--- src/rtl/fifo_ptr_ctrl_pkg.sv ---
// Shared constants, flag/error record types and the pointer-width helper for fifo_ptr_ctrl.
// Latency: none (declarations only).
// Backpressure: none (declarations only).
package fifo_ptr_ctrl_pkg;

  localparam int DEF_DEPTH        = 16;
  localparam int DEF_AFULL_MARGIN = 2;
  localparam int DEF_AEMPTY_TH    = 2;

  // Registered status flags, kept together so clear/reset load one constant.
  typedef struct packed {
    logic full;
    logic empty;
    logic almost_full;
    logic almost_empty;
  } flags_t;

  // Sticky error record.
  typedef struct packed {
    logic overflow;
    logic underflow;
  } err_t;

  // An empty FIFO reports empty and almost_empty; everything else is low.
  localparam flags_t FLAGS_RST = '{full: 1'b0, empty: 1'b1, almost_full: 1'b0, almost_empty: 1'b1};
  localparam err_t   ERR_RST   = '{overflow: 1'b0, underflow: 1'b0};

  // Bits needed to address 0..v-1; at least one bit.
  function automatic int clog2(input int v);
    int r;
    int x;
    r = 0;
    x = v - 1;
    while (x > 0) begin
      r = r + 1;
      x = x >> 1;
    end
    if (r == 0) r = 1;
    return r;
  endfunction

endpackage

--- src/rtl/fifo_ptr_ctrl_if.sv ---
// Request/acceptance/status bundle between FIFO control logic and the pointer controller.
// Latency: none (wires only).
// Backpressure: wr_en/rd_en tell the requester whether its request was taken this cycle.
interface fifo_ptr_ctrl_if
  import fifo_ptr_ctrl_pkg::*;
#(
  parameter int DEPTH = DEF_DEPTH
);
  localparam int AW = clog2(DEPTH);

  logic          clr_ptr;
  logic          wr_req;
  logic          rd_req;
  logic          wr_en;
  logic          rd_en;
  logic [AW-1:0] wr_ptr;
  logic [AW-1:0] rd_ptr;
  logic [AW:0]   count;
  logic          full;
  logic          empty;
  logic          almost_full;
  logic          almost_empty;
  logic          overflow;
  logic          underflow;

  // FIFO control logic side: issues requests, observes acceptance and status.
  modport master (
    output clr_ptr, wr_req, rd_req,
    input  wr_en, rd_en, wr_ptr, rd_ptr, count,
    input  full, empty, almost_full, almost_empty, overflow, underflow
  );

  // Pointer controller side.
  modport slave (
    input  clr_ptr, wr_req, rd_req,
    output wr_en, rd_en, wr_ptr, rd_ptr, count,
    output full, empty, almost_full, almost_empty, overflow, underflow
  );

endinterface

--- src/rtl/wrap_ptr.sv ---
// Modulo-DEPTH pointer with synchronous clear; DEPTH need not be a power of two.
// Latency: new value visible the cycle after inc_ptr.
// Backpressure: none; caller gates inc_ptr.
module wrap_ptr
  import fifo_ptr_ctrl_pkg::*;
#(
  parameter int DEPTH = DEF_DEPTH,
  localparam int AW   = clog2(DEPTH)
) (
  input  logic          ck,
  input  logic          reset_n,
  input  logic          clr_ptr,
  input  logic          inc_ptr,
  output logic [AW-1:0] ptr
);

  logic [AW-1:0] ptr_q;
  logic [AW-1:0] ptr_d;

  // Next pointer: clear wins, otherwise step and wrap at DEPTH-1.
  always_comb begin
    ptr_d = ptr_q;
    if (clr_ptr) begin
      ptr_d = '0;
    end else if (inc_ptr) begin
      ptr_d = (ptr_q == AW'(DEPTH - 1)) ? '0 : ptr_q + AW'(1);
    end
  end

  // Pointer register.
  always_ff @(posedge ck or negedge reset_n) begin
    if (!reset_n) ptr_q <= '0;
    else          ptr_q <= ptr_d;
  end

  assign ptr = ptr_q;

endmodule

--- src/rtl/fifo_ptr_ctrl.sv ---
// Read/write pointer pair, occupancy count, status flags and sticky error bits for a FIFO.
// Latency: wr_en/rd_en combinational; pointers, count and flags update on the next edge.
// Backpressure: writes refused while full, reads refused while empty, all refused during clr_ptr.
module fifo_ptr_ctrl
  import fifo_ptr_ctrl_pkg::*;
#(
  parameter int DEPTH     = DEF_DEPTH,
  parameter int AFULL_TH  = DEPTH - DEF_AFULL_MARGIN,
  parameter int AEMPTY_TH = DEF_AEMPTY_TH
) (
  input  logic           ck,
  input  logic           reset_n,
  fifo_ptr_ctrl_if.slave bus
);

  localparam int AW = clog2(DEPTH);
  localparam int CW = AW + 1;

  logic          wr_en;
  logic          rd_en;
  logic [AW-1:0] wr_ptr;
  logic [AW-1:0] rd_ptr;
  logic [CW-1:0] count_q;
  logic [CW-1:0] count_d;
  flags_t        flags_q;
  flags_t        flags_d;
  err_t          err_q;
  err_t          err_d;

  // Acceptance uses the registered flags, so it never depends on this cycle's outcome.
  assign wr_en = bus.wr_req & ~flags_q.full  & ~bus.clr_ptr;
  assign rd_en = bus.rd_req & ~flags_q.empty & ~bus.clr_ptr;

  wrap_ptr #(.DEPTH(DEPTH)) u_wr_ptr (
    .ck      (ck),
    .reset_n (reset_n),
    .clr_ptr (bus.clr_ptr),
    .inc_ptr (wr_en),
    .ptr     (wr_ptr)
  );

  wrap_ptr #(.DEPTH(DEPTH)) u_rd_ptr (
    .ck      (ck),
    .reset_n (reset_n),
    .clr_ptr (bus.clr_ptr),
    .inc_ptr (rd_en),
    .ptr     (rd_ptr)
  );

  // Next count and flags; flags come from the next count so they line up with it.
  always_comb begin
    count_d = count_q;
    flags_d = flags_q;
    if (bus.clr_ptr) begin
      count_d = '0;
      flags_d = FLAGS_RST;
    end else begin
      if (wr_en && !rd_en)      count_d = count_q + CW'(1);
      else if (rd_en && !wr_en) count_d = count_q - CW'(1);
      flags_d.full         = (count_d == CW'(DEPTH));
      flags_d.empty        = (count_d == '0);
      flags_d.almost_full  = (count_d >= CW'(AFULL_TH));
      flags_d.almost_empty = (count_d <= CW'(AEMPTY_TH));
    end
  end

  // Sticky errors: any refused request against full/empty sets them until cleared.
  always_comb begin
    err_d = err_q;
    if (bus.clr_ptr) begin
      err_d = ERR_RST;
    end else begin
      if (bus.wr_req && flags_q.full)  err_d.overflow  = 1'b1;
      if (bus.rd_req && flags_q.empty) err_d.underflow = 1'b1;
    end
  end

  // Count, flag and error registers.
  always_ff @(posedge ck or negedge reset_n) begin
    if (!reset_n) begin
      count_q <= '0;
      flags_q <= FLAGS_RST;
      err_q   <= ERR_RST;
    end else begin
      count_q <= count_d;
      flags_q <= flags_d;
      err_q   <= err_d;
    end
  end

  assign bus.wr_en        = wr_en;
  assign bus.rd_en        = rd_en;
  assign bus.wr_ptr       = wr_ptr;
  assign bus.rd_ptr       = rd_ptr;
  assign bus.count        = count_q;
  assign bus.full         = flags_q.full;
  assign bus.empty        = flags_q.empty;
  assign bus.almost_full  = flags_q.almost_full;
  assign bus.almost_empty = flags_q.almost_empty;
  assign bus.overflow     = err_q.overflow;
  assign bus.underflow    = err_q.underflow;

endmodule

--- src/flat_wrapper.sv ---
// flat-port wrapper written by rule: the top's interface ports become plain ports
module fifo_ptr_ctrl_flat import fifo_ptr_ctrl_pkg::*;
#(
  parameter int DEPTH     = DEF_DEPTH,
  parameter int AFULL_TH  = DEPTH - DEF_AFULL_MARGIN,
  parameter int AEMPTY_TH = DEF_AEMPTY_TH
)
  (ck, reset_n, bus_clr_ptr, bus_wr_req, bus_rd_req, bus_wr_en, bus_rd_en, bus_wr_ptr, bus_rd_ptr, bus_count, bus_full, bus_empty, bus_almost_full, bus_almost_empty, bus_overflow, bus_underflow);
  fifo_ptr_ctrl_if #(.DEPTH(DEPTH)) bus_i ();
  input  logic ck;
  input  logic reset_n;
  input wire logic [$bits(bus_i.clr_ptr)-1:0] bus_clr_ptr;
  input wire logic [$bits(bus_i.wr_req)-1:0] bus_wr_req;
  input wire logic [$bits(bus_i.rd_req)-1:0] bus_rd_req;
  output wire logic [$bits(bus_i.wr_en)-1:0] bus_wr_en;
  output wire logic [$bits(bus_i.rd_en)-1:0] bus_rd_en;
  output wire logic [$bits(bus_i.wr_ptr)-1:0] bus_wr_ptr;
  output wire logic [$bits(bus_i.rd_ptr)-1:0] bus_rd_ptr;
  output wire logic [$bits(bus_i.count)-1:0] bus_count;
  output wire logic [$bits(bus_i.full)-1:0] bus_full;
  output wire logic [$bits(bus_i.empty)-1:0] bus_empty;
  output wire logic [$bits(bus_i.almost_full)-1:0] bus_almost_full;
  output wire logic [$bits(bus_i.almost_empty)-1:0] bus_almost_empty;
  output wire logic [$bits(bus_i.overflow)-1:0] bus_overflow;
  output wire logic [$bits(bus_i.underflow)-1:0] bus_underflow;
  assign bus_i.clr_ptr = bus_clr_ptr;
  assign bus_i.wr_req = bus_wr_req;
  assign bus_i.rd_req = bus_rd_req;
  assign bus_wr_en = bus_i.wr_en;
  assign bus_rd_en = bus_i.rd_en;
  assign bus_wr_ptr = bus_i.wr_ptr;
  assign bus_rd_ptr = bus_i.rd_ptr;
  assign bus_count = bus_i.count;
  assign bus_full = bus_i.full;
  assign bus_empty = bus_i.empty;
  assign bus_almost_full = bus_i.almost_full;
  assign bus_almost_empty = bus_i.almost_empty;
  assign bus_overflow = bus_i.overflow;
  assign bus_underflow = bus_i.underflow;
  fifo_ptr_ctrl #(.DEPTH(DEPTH), .AFULL_TH(AFULL_TH), .AEMPTY_TH(AEMPTY_TH)) u_core (.ck(ck), .reset_n(reset_n), .bus(bus_i));
endmodule
--- config.mk ---
export PLATFORM = sky130hd
export DESIGN_NAME = fifo_ptr_ctrl_flat
export DESIGN_NICKNAME = d
export VERILOG_FILES = /design/src/rtl/fifo_ptr_ctrl_pkg.sv /design/src/rtl/fifo_ptr_ctrl_if.sv /design/src/rtl/wrap_ptr.sv /design/src/rtl/fifo_ptr_ctrl.sv /design/src/flat_wrapper.sv
export SDC_FILE = /design/constraint.sdc
export NUM_CORES = 1
export LEC_CHECK = 0
export BUFFER_PORTS_ARGS = -buffer_cell sky130_fd_sc_hd__clkbuf_2
export CORE_UTILIZATION = 55
export CTS_CLUSTER_DIAMETER = 80
export DETAILED_ROUTE_END_ITERATION = 8
export PLACE_DENSITY = 0.82
export SLEW_MARGIN = 0
export SYNTH_ARGS = -nofsm -noshare
export SYNTH_HDL_FRONTEND = slang
export SYNTH_HIERARCHICAL = 1
export SYNTH_SLANG_ARGS = --single-unit
--- constraint.sdc ---
create_clock -name ck -period 5.1 [get_ports ck]
set_clock_uncertainty 0.2 [all_clocks]
set_input_delay 0.51 -clock ck [delete_from_list [all_inputs] [get_ports ck]]
set_output_delay 0.51 -clock ck [all_outputs]
set_load 0.005 [all_outputs]
After elaboration in Yosys (flattened, before gate mapping)
Cells that the tools add are included.

Register bits: 19. Output and inout bits: 21. Logic and storage cells: 50.

$add $sub $neg: 4. Magnitude comparators: 2. Equality and inequality tests: 3. Muxes and demuxes: 14. Bitwise logic cells: 7. Reduce and logical (&&, ||, !) cells: 11.

Operator list (number): $mux 4 (7); $mux 5 (4); $add 4x1->4 const B (2); $eq 4x4->1 const B (2); $reduce_bool 2->1 (4); $add 5x1->5 const B (1); $eq 5x5->1 const B (1); $ge 5x4->1 const B (1); $le 5x2->1 const B (1); $logic_not 5->1 (1); $sub 5x1->5 const B (1); $and 1x1->1 (4); $logic_and 1x1->1 (4); $not 1->1 (3); $logic_not 1->1 (2); $mux 1 (2); $mux 2 (1).

Longest topological paths before layout
Depth after elaboration: 10. Mapped depth: 6. Gate-level depth less buffers: 6.

Hierarchy
The synthesis kept the hierarchy.

Modules (own cells, without submodules): fifo_ptr_ctrl (times used 1, cells an instance 69, area an instance 640.6 µm²); wrap_ptr (times used 2, cells an instance 19, area an instance 191.4 µm²).

Worst setup path after synthesis
No wires, ideal clock.

Kind: reg2reg. Start: register u_core.count_q[1], in the netlist u_core/bus.count[1]. End: register u_core.flags_q, in the netlist u_core/bus.full. Arrival time: 1.570 ns. Setup slack: 3.262 ns. Cell stages (with the launch flop): 6. Buffers on the path: 0. Cell sequence: dfrtp_1 or2_0 or3_1 o22ai_2 xnor2_1 and4_1.

RTL lines: from (decl) (RTL line fifo_ptr_ctrl.sv:23) `logic [CW-1:0] count_q;`; from (signal assigned) (RTL line fifo_ptr_ctrl.sv:85) `count_q <= count_d;`; to (signal assigned) (RTL line fifo_ptr_ctrl.sv:86) `flags_q <= flags_d;`; to (decl) (RTL line fifo_ptr_ctrl.sv:25) `flags_t flags_q;`.

Worst setup path in the final report
Start: register u_core.flags_q, in the netlist u_core/bus.full. End: output port bus_wr_en.

Word-level cells in the longest chain between the ends: 3.

RTL lines: $not 1->1 (RTL line fifo_ptr_ctrl.sv:31) `assign wr_en = bus.wr_req & ~flags_q.full & ~bus.clr_ptr;`; $and 1x1->1 (2 in series) (RTL line fifo_ptr_ctrl.sv:31); to (decl) (RTL line flat_wrapper.sv:15) `output wire logic [$bits(bus_i.wr_en)-1:0] bus_wr_en;`.

No other way between the ends.

==> results.cfg <==
[place]
placedCellCount = 156
gp_congestion = 0.831
pre_cts_ws_ps = 2930
dp_hpwl_um = 1580
io_buffers = 25

[synthesis]
synth_xor_area_frac = 0.0342
yosysSeqAreaShare = 0.467
ys_ff_latch = 19
synth_top_family_by_area = simple AND/OR/NAND/NOR gates
synth-main-ff-cell = dfrtp_1
syn_area_um2 = 1020
synth_fa_ha_area_frac = 0.0489
synthesis.nets = 116
syn_avg_cell_area_um2 = 9.57
synth_compound_area_frac = 0.172
synth_simple_gate_area_frac = 0.220
synthMuxAreaShare = 0.0391
synth-edff-count = 0
synthCells = 107
yosys_warnings = 6
synth.distinct_cells = 31
synth-async-reset-ratio = 1.00

[sta]
min_period_over_period = 0.436
finalCriticalPeriod_ps = 2220
tightest_slew_ps = 468
slew_viol_final = 0
max_slew_margin = 0.685
rsz0062_at_grt = no
hold_viol = 0
holdWs_ps = 289
fin_setup_tns_ps = 0
fmax_ghz = 0.450
setup_violations = 0
setup_slack_ps = 2880

[critical_path]
path_cells = nand2b_1 -> nor2_1 -> clkbuf_2
worst-path-buf-inv = 1
crit_slowest_cell = dfrtp_1
cp-end-kind = output port
worstPathMaxFanout = 6
worstPathArrival_ps = 1510
required_ps = 4390
cpPeakStageDelay_ps = 410
worstSetupPathType = flop to output port
worstSetupStartpointType = flop
critPathTopFamily = simple AND/OR/NAND/NOR gates

[clock_network]
cts_sinks = 19
cts-root-buf = clkbuf_4
clk_latency_ps = 280
htreeDepth = 1
numCtsBuffers = 3
cts_tree = yes
cts.path.max_buffers = 2
clkTransAtPathRegs_ps = 110
cts_resized = 0

[power_and_ir_drop]
peakVddDrop_mv = 0.285
p_leak_uw = 0.000583
power_uw = 374
pwr_density_cell_nw_per_um2 = 309

[floorplanning]
fp-row-count = 15
chipWidth_um = 45.1
start_util = 0.593
core-area_um2 = 1730
dieArea_um2 = 2040
die_h_um = 45.1
ios = 26

[layout]
nets = 146
syn2layout_area_growth_pct = 18.2
n_antenna_cell = 0
final_cell_count_no_fill = 161
drive_above_1_share = 0.257

[global_route]
antenna_found_initial = 0
grt-ovfl-total = 0
grt_pass1_wl_um = 3490
grt_pass1_vias = 808
track_usage = 0.237
grt_max_degree = 26

[detailed_routing]
drt-total-wl_um = 2180
drc = 0
drt_iter0_markers = 20
ant_nets = 0
vias_per_cell = 5.72
drt-pass1-iter-count = 4
avgRoutedWirePerCell_um = 13.5
vias = 921

[hold_path]
hp-class = primary input to flop

[flow_run]
max-cap-violations = 0

[status]
status = complete, no violations
-- placed cells by master (no fill, tap or decap), types with 3 or more instances in the layout --
cell type  synthesis  routed
nand3_1            5       5
ha_1               4       4
inv_1              3       3
clkbuf_4           0       3
a21oi_1           12      12
clkbuf_2           0      25
or3_1              4       4
nand2_1           10      10
mux2i_1            4       4
nor2_1            15      15
dfrtp_1           17      17
o21ai_0            4       4
-- routing by layer --
layer / wire (um) / share of wire / up-vias / global-route usage
met5: 0 / 0 / - / 0
met4: 53 / 0.024 / 0 / 0.0848
met3: 112 / 0.051 / 6 / 0.0480
met2: 1050 / 0.48 / 36 / 0.388
met1: 959 / 0.44 / 431 / 0.311
li1: - / - / 448 / -
-- power breakdown --
group          internal, uW  total, uW  switching (uW)  leakage [uW]
combinational          49.0        115            66.5      0.000312
sequential              169        186            17.3      0.000254
clock                  29.1       72.7            43.7     0.0000177
-- synthesized netlist by cell type, types with 2 or more instances --
cell type	count	area share
dfrtp_1	17	0.42
nor2_1	15	0.055
a21oi_1	12	0.059
nand2_1	10	0.037
nand3_1	5	0.024
ha_1	4	0.049
mux2i_1	4	0.039
o21ai_0	4	0.020
or3_1	4	0.024
inv_1	3	0.011
a31oi_1	2	0.012
a41o_1	2	0.020
and2b_1	2	0.015
and3_1	2	0.012
dfstp_2	2	0.051
nand2b_1	2	0.012
xnor2_1	2	0.017
xor2_1	2	0.017
-- path summary, 6_finish.rpt --
path | startpoint | end | slack, ps | cells past startpoint
min reg2reg | u_core/bus.overflow | u_core/bus.overflow | 310 | 2
max | u_core/bus.full | bus_wr_en | 2880 | 3
min in group asynchronous | reset_n | u_core/bus.overflow | 500 | 2
max in group asynchronous | reset_n | u_core/bus.almost_empty | 3860 | 2
max reg2reg | u_core/bus.count[0] | u_core/bus.full | 2900 | 6
min | bus_wr_req | u_core/bus.overflow | 290 | 3
-- stage by stage --
step	cell area [um2]	util
6_report	1210	0.701
5_1_grt	1210	0.701
4_1_cts	1210	0.701
3_5_place_dp	1170	0.679
3_3_place_gp	1170	0.679
2_1_floorplan	1020	-
-- cell type report --
| cell class | instances | area [um2] |
|---|---|---|
| Fill cell | 153 | 517 |
| Inverter | 3 | 11.3 |
| Multi-Input combinational cell | 84 | 527 |
| Timing Repair Buffer | 26 | 135 |
| Sequential cell | 19 | 478 |
| Clock buffer | 3 | 22.5 |
| Tap cell | 25 | 31.3 |
| Clock inverter | 1 | 5.00 |
-- worst min-delay path: cells and delay by family --
| kind | cells | cell delay (ps) |
|---|---|---|
| buffers and inverters | 1 | 100 |
| and+or+nand+nor | 1 | 70 |
| AOI/OAI and AO/OA | 1 | 60 |
-- flip-flops by register name, indices dropped and copies added (netlist names) --
name / flops
u_core/u_wr_ptr/ptr: 4
u_core/u_rd_ptr/ptr: 4
u_core/bus.underflow: 1
u_core/bus.almost_full: 1
u_core/bus.almost_empty: 1
u_core/bus.overflow: 1
u_core/bus.empty: 1
u_core/bus.count: 5
u_core/bus.full: 1
-- logic make-up after synthesis --
family / after synthesis
AND/OR/NAND/NOR: 46
XOR/XNOR: 4
buffers and inverters: 4
flip-flops: 19
adder cells (fa/ha/maj): 4
multiplexers: 4
AO/OA/AOI/OAI: 26
-- repair_timing --
| item | CTS | global route |
|---|---|---|
| hold buffers | 1 | 0 |
| buffers inserted | 0 | 0 |
| hold endpoints to repair | 17 | 0 |
Power figures use the tool's default switching activity.
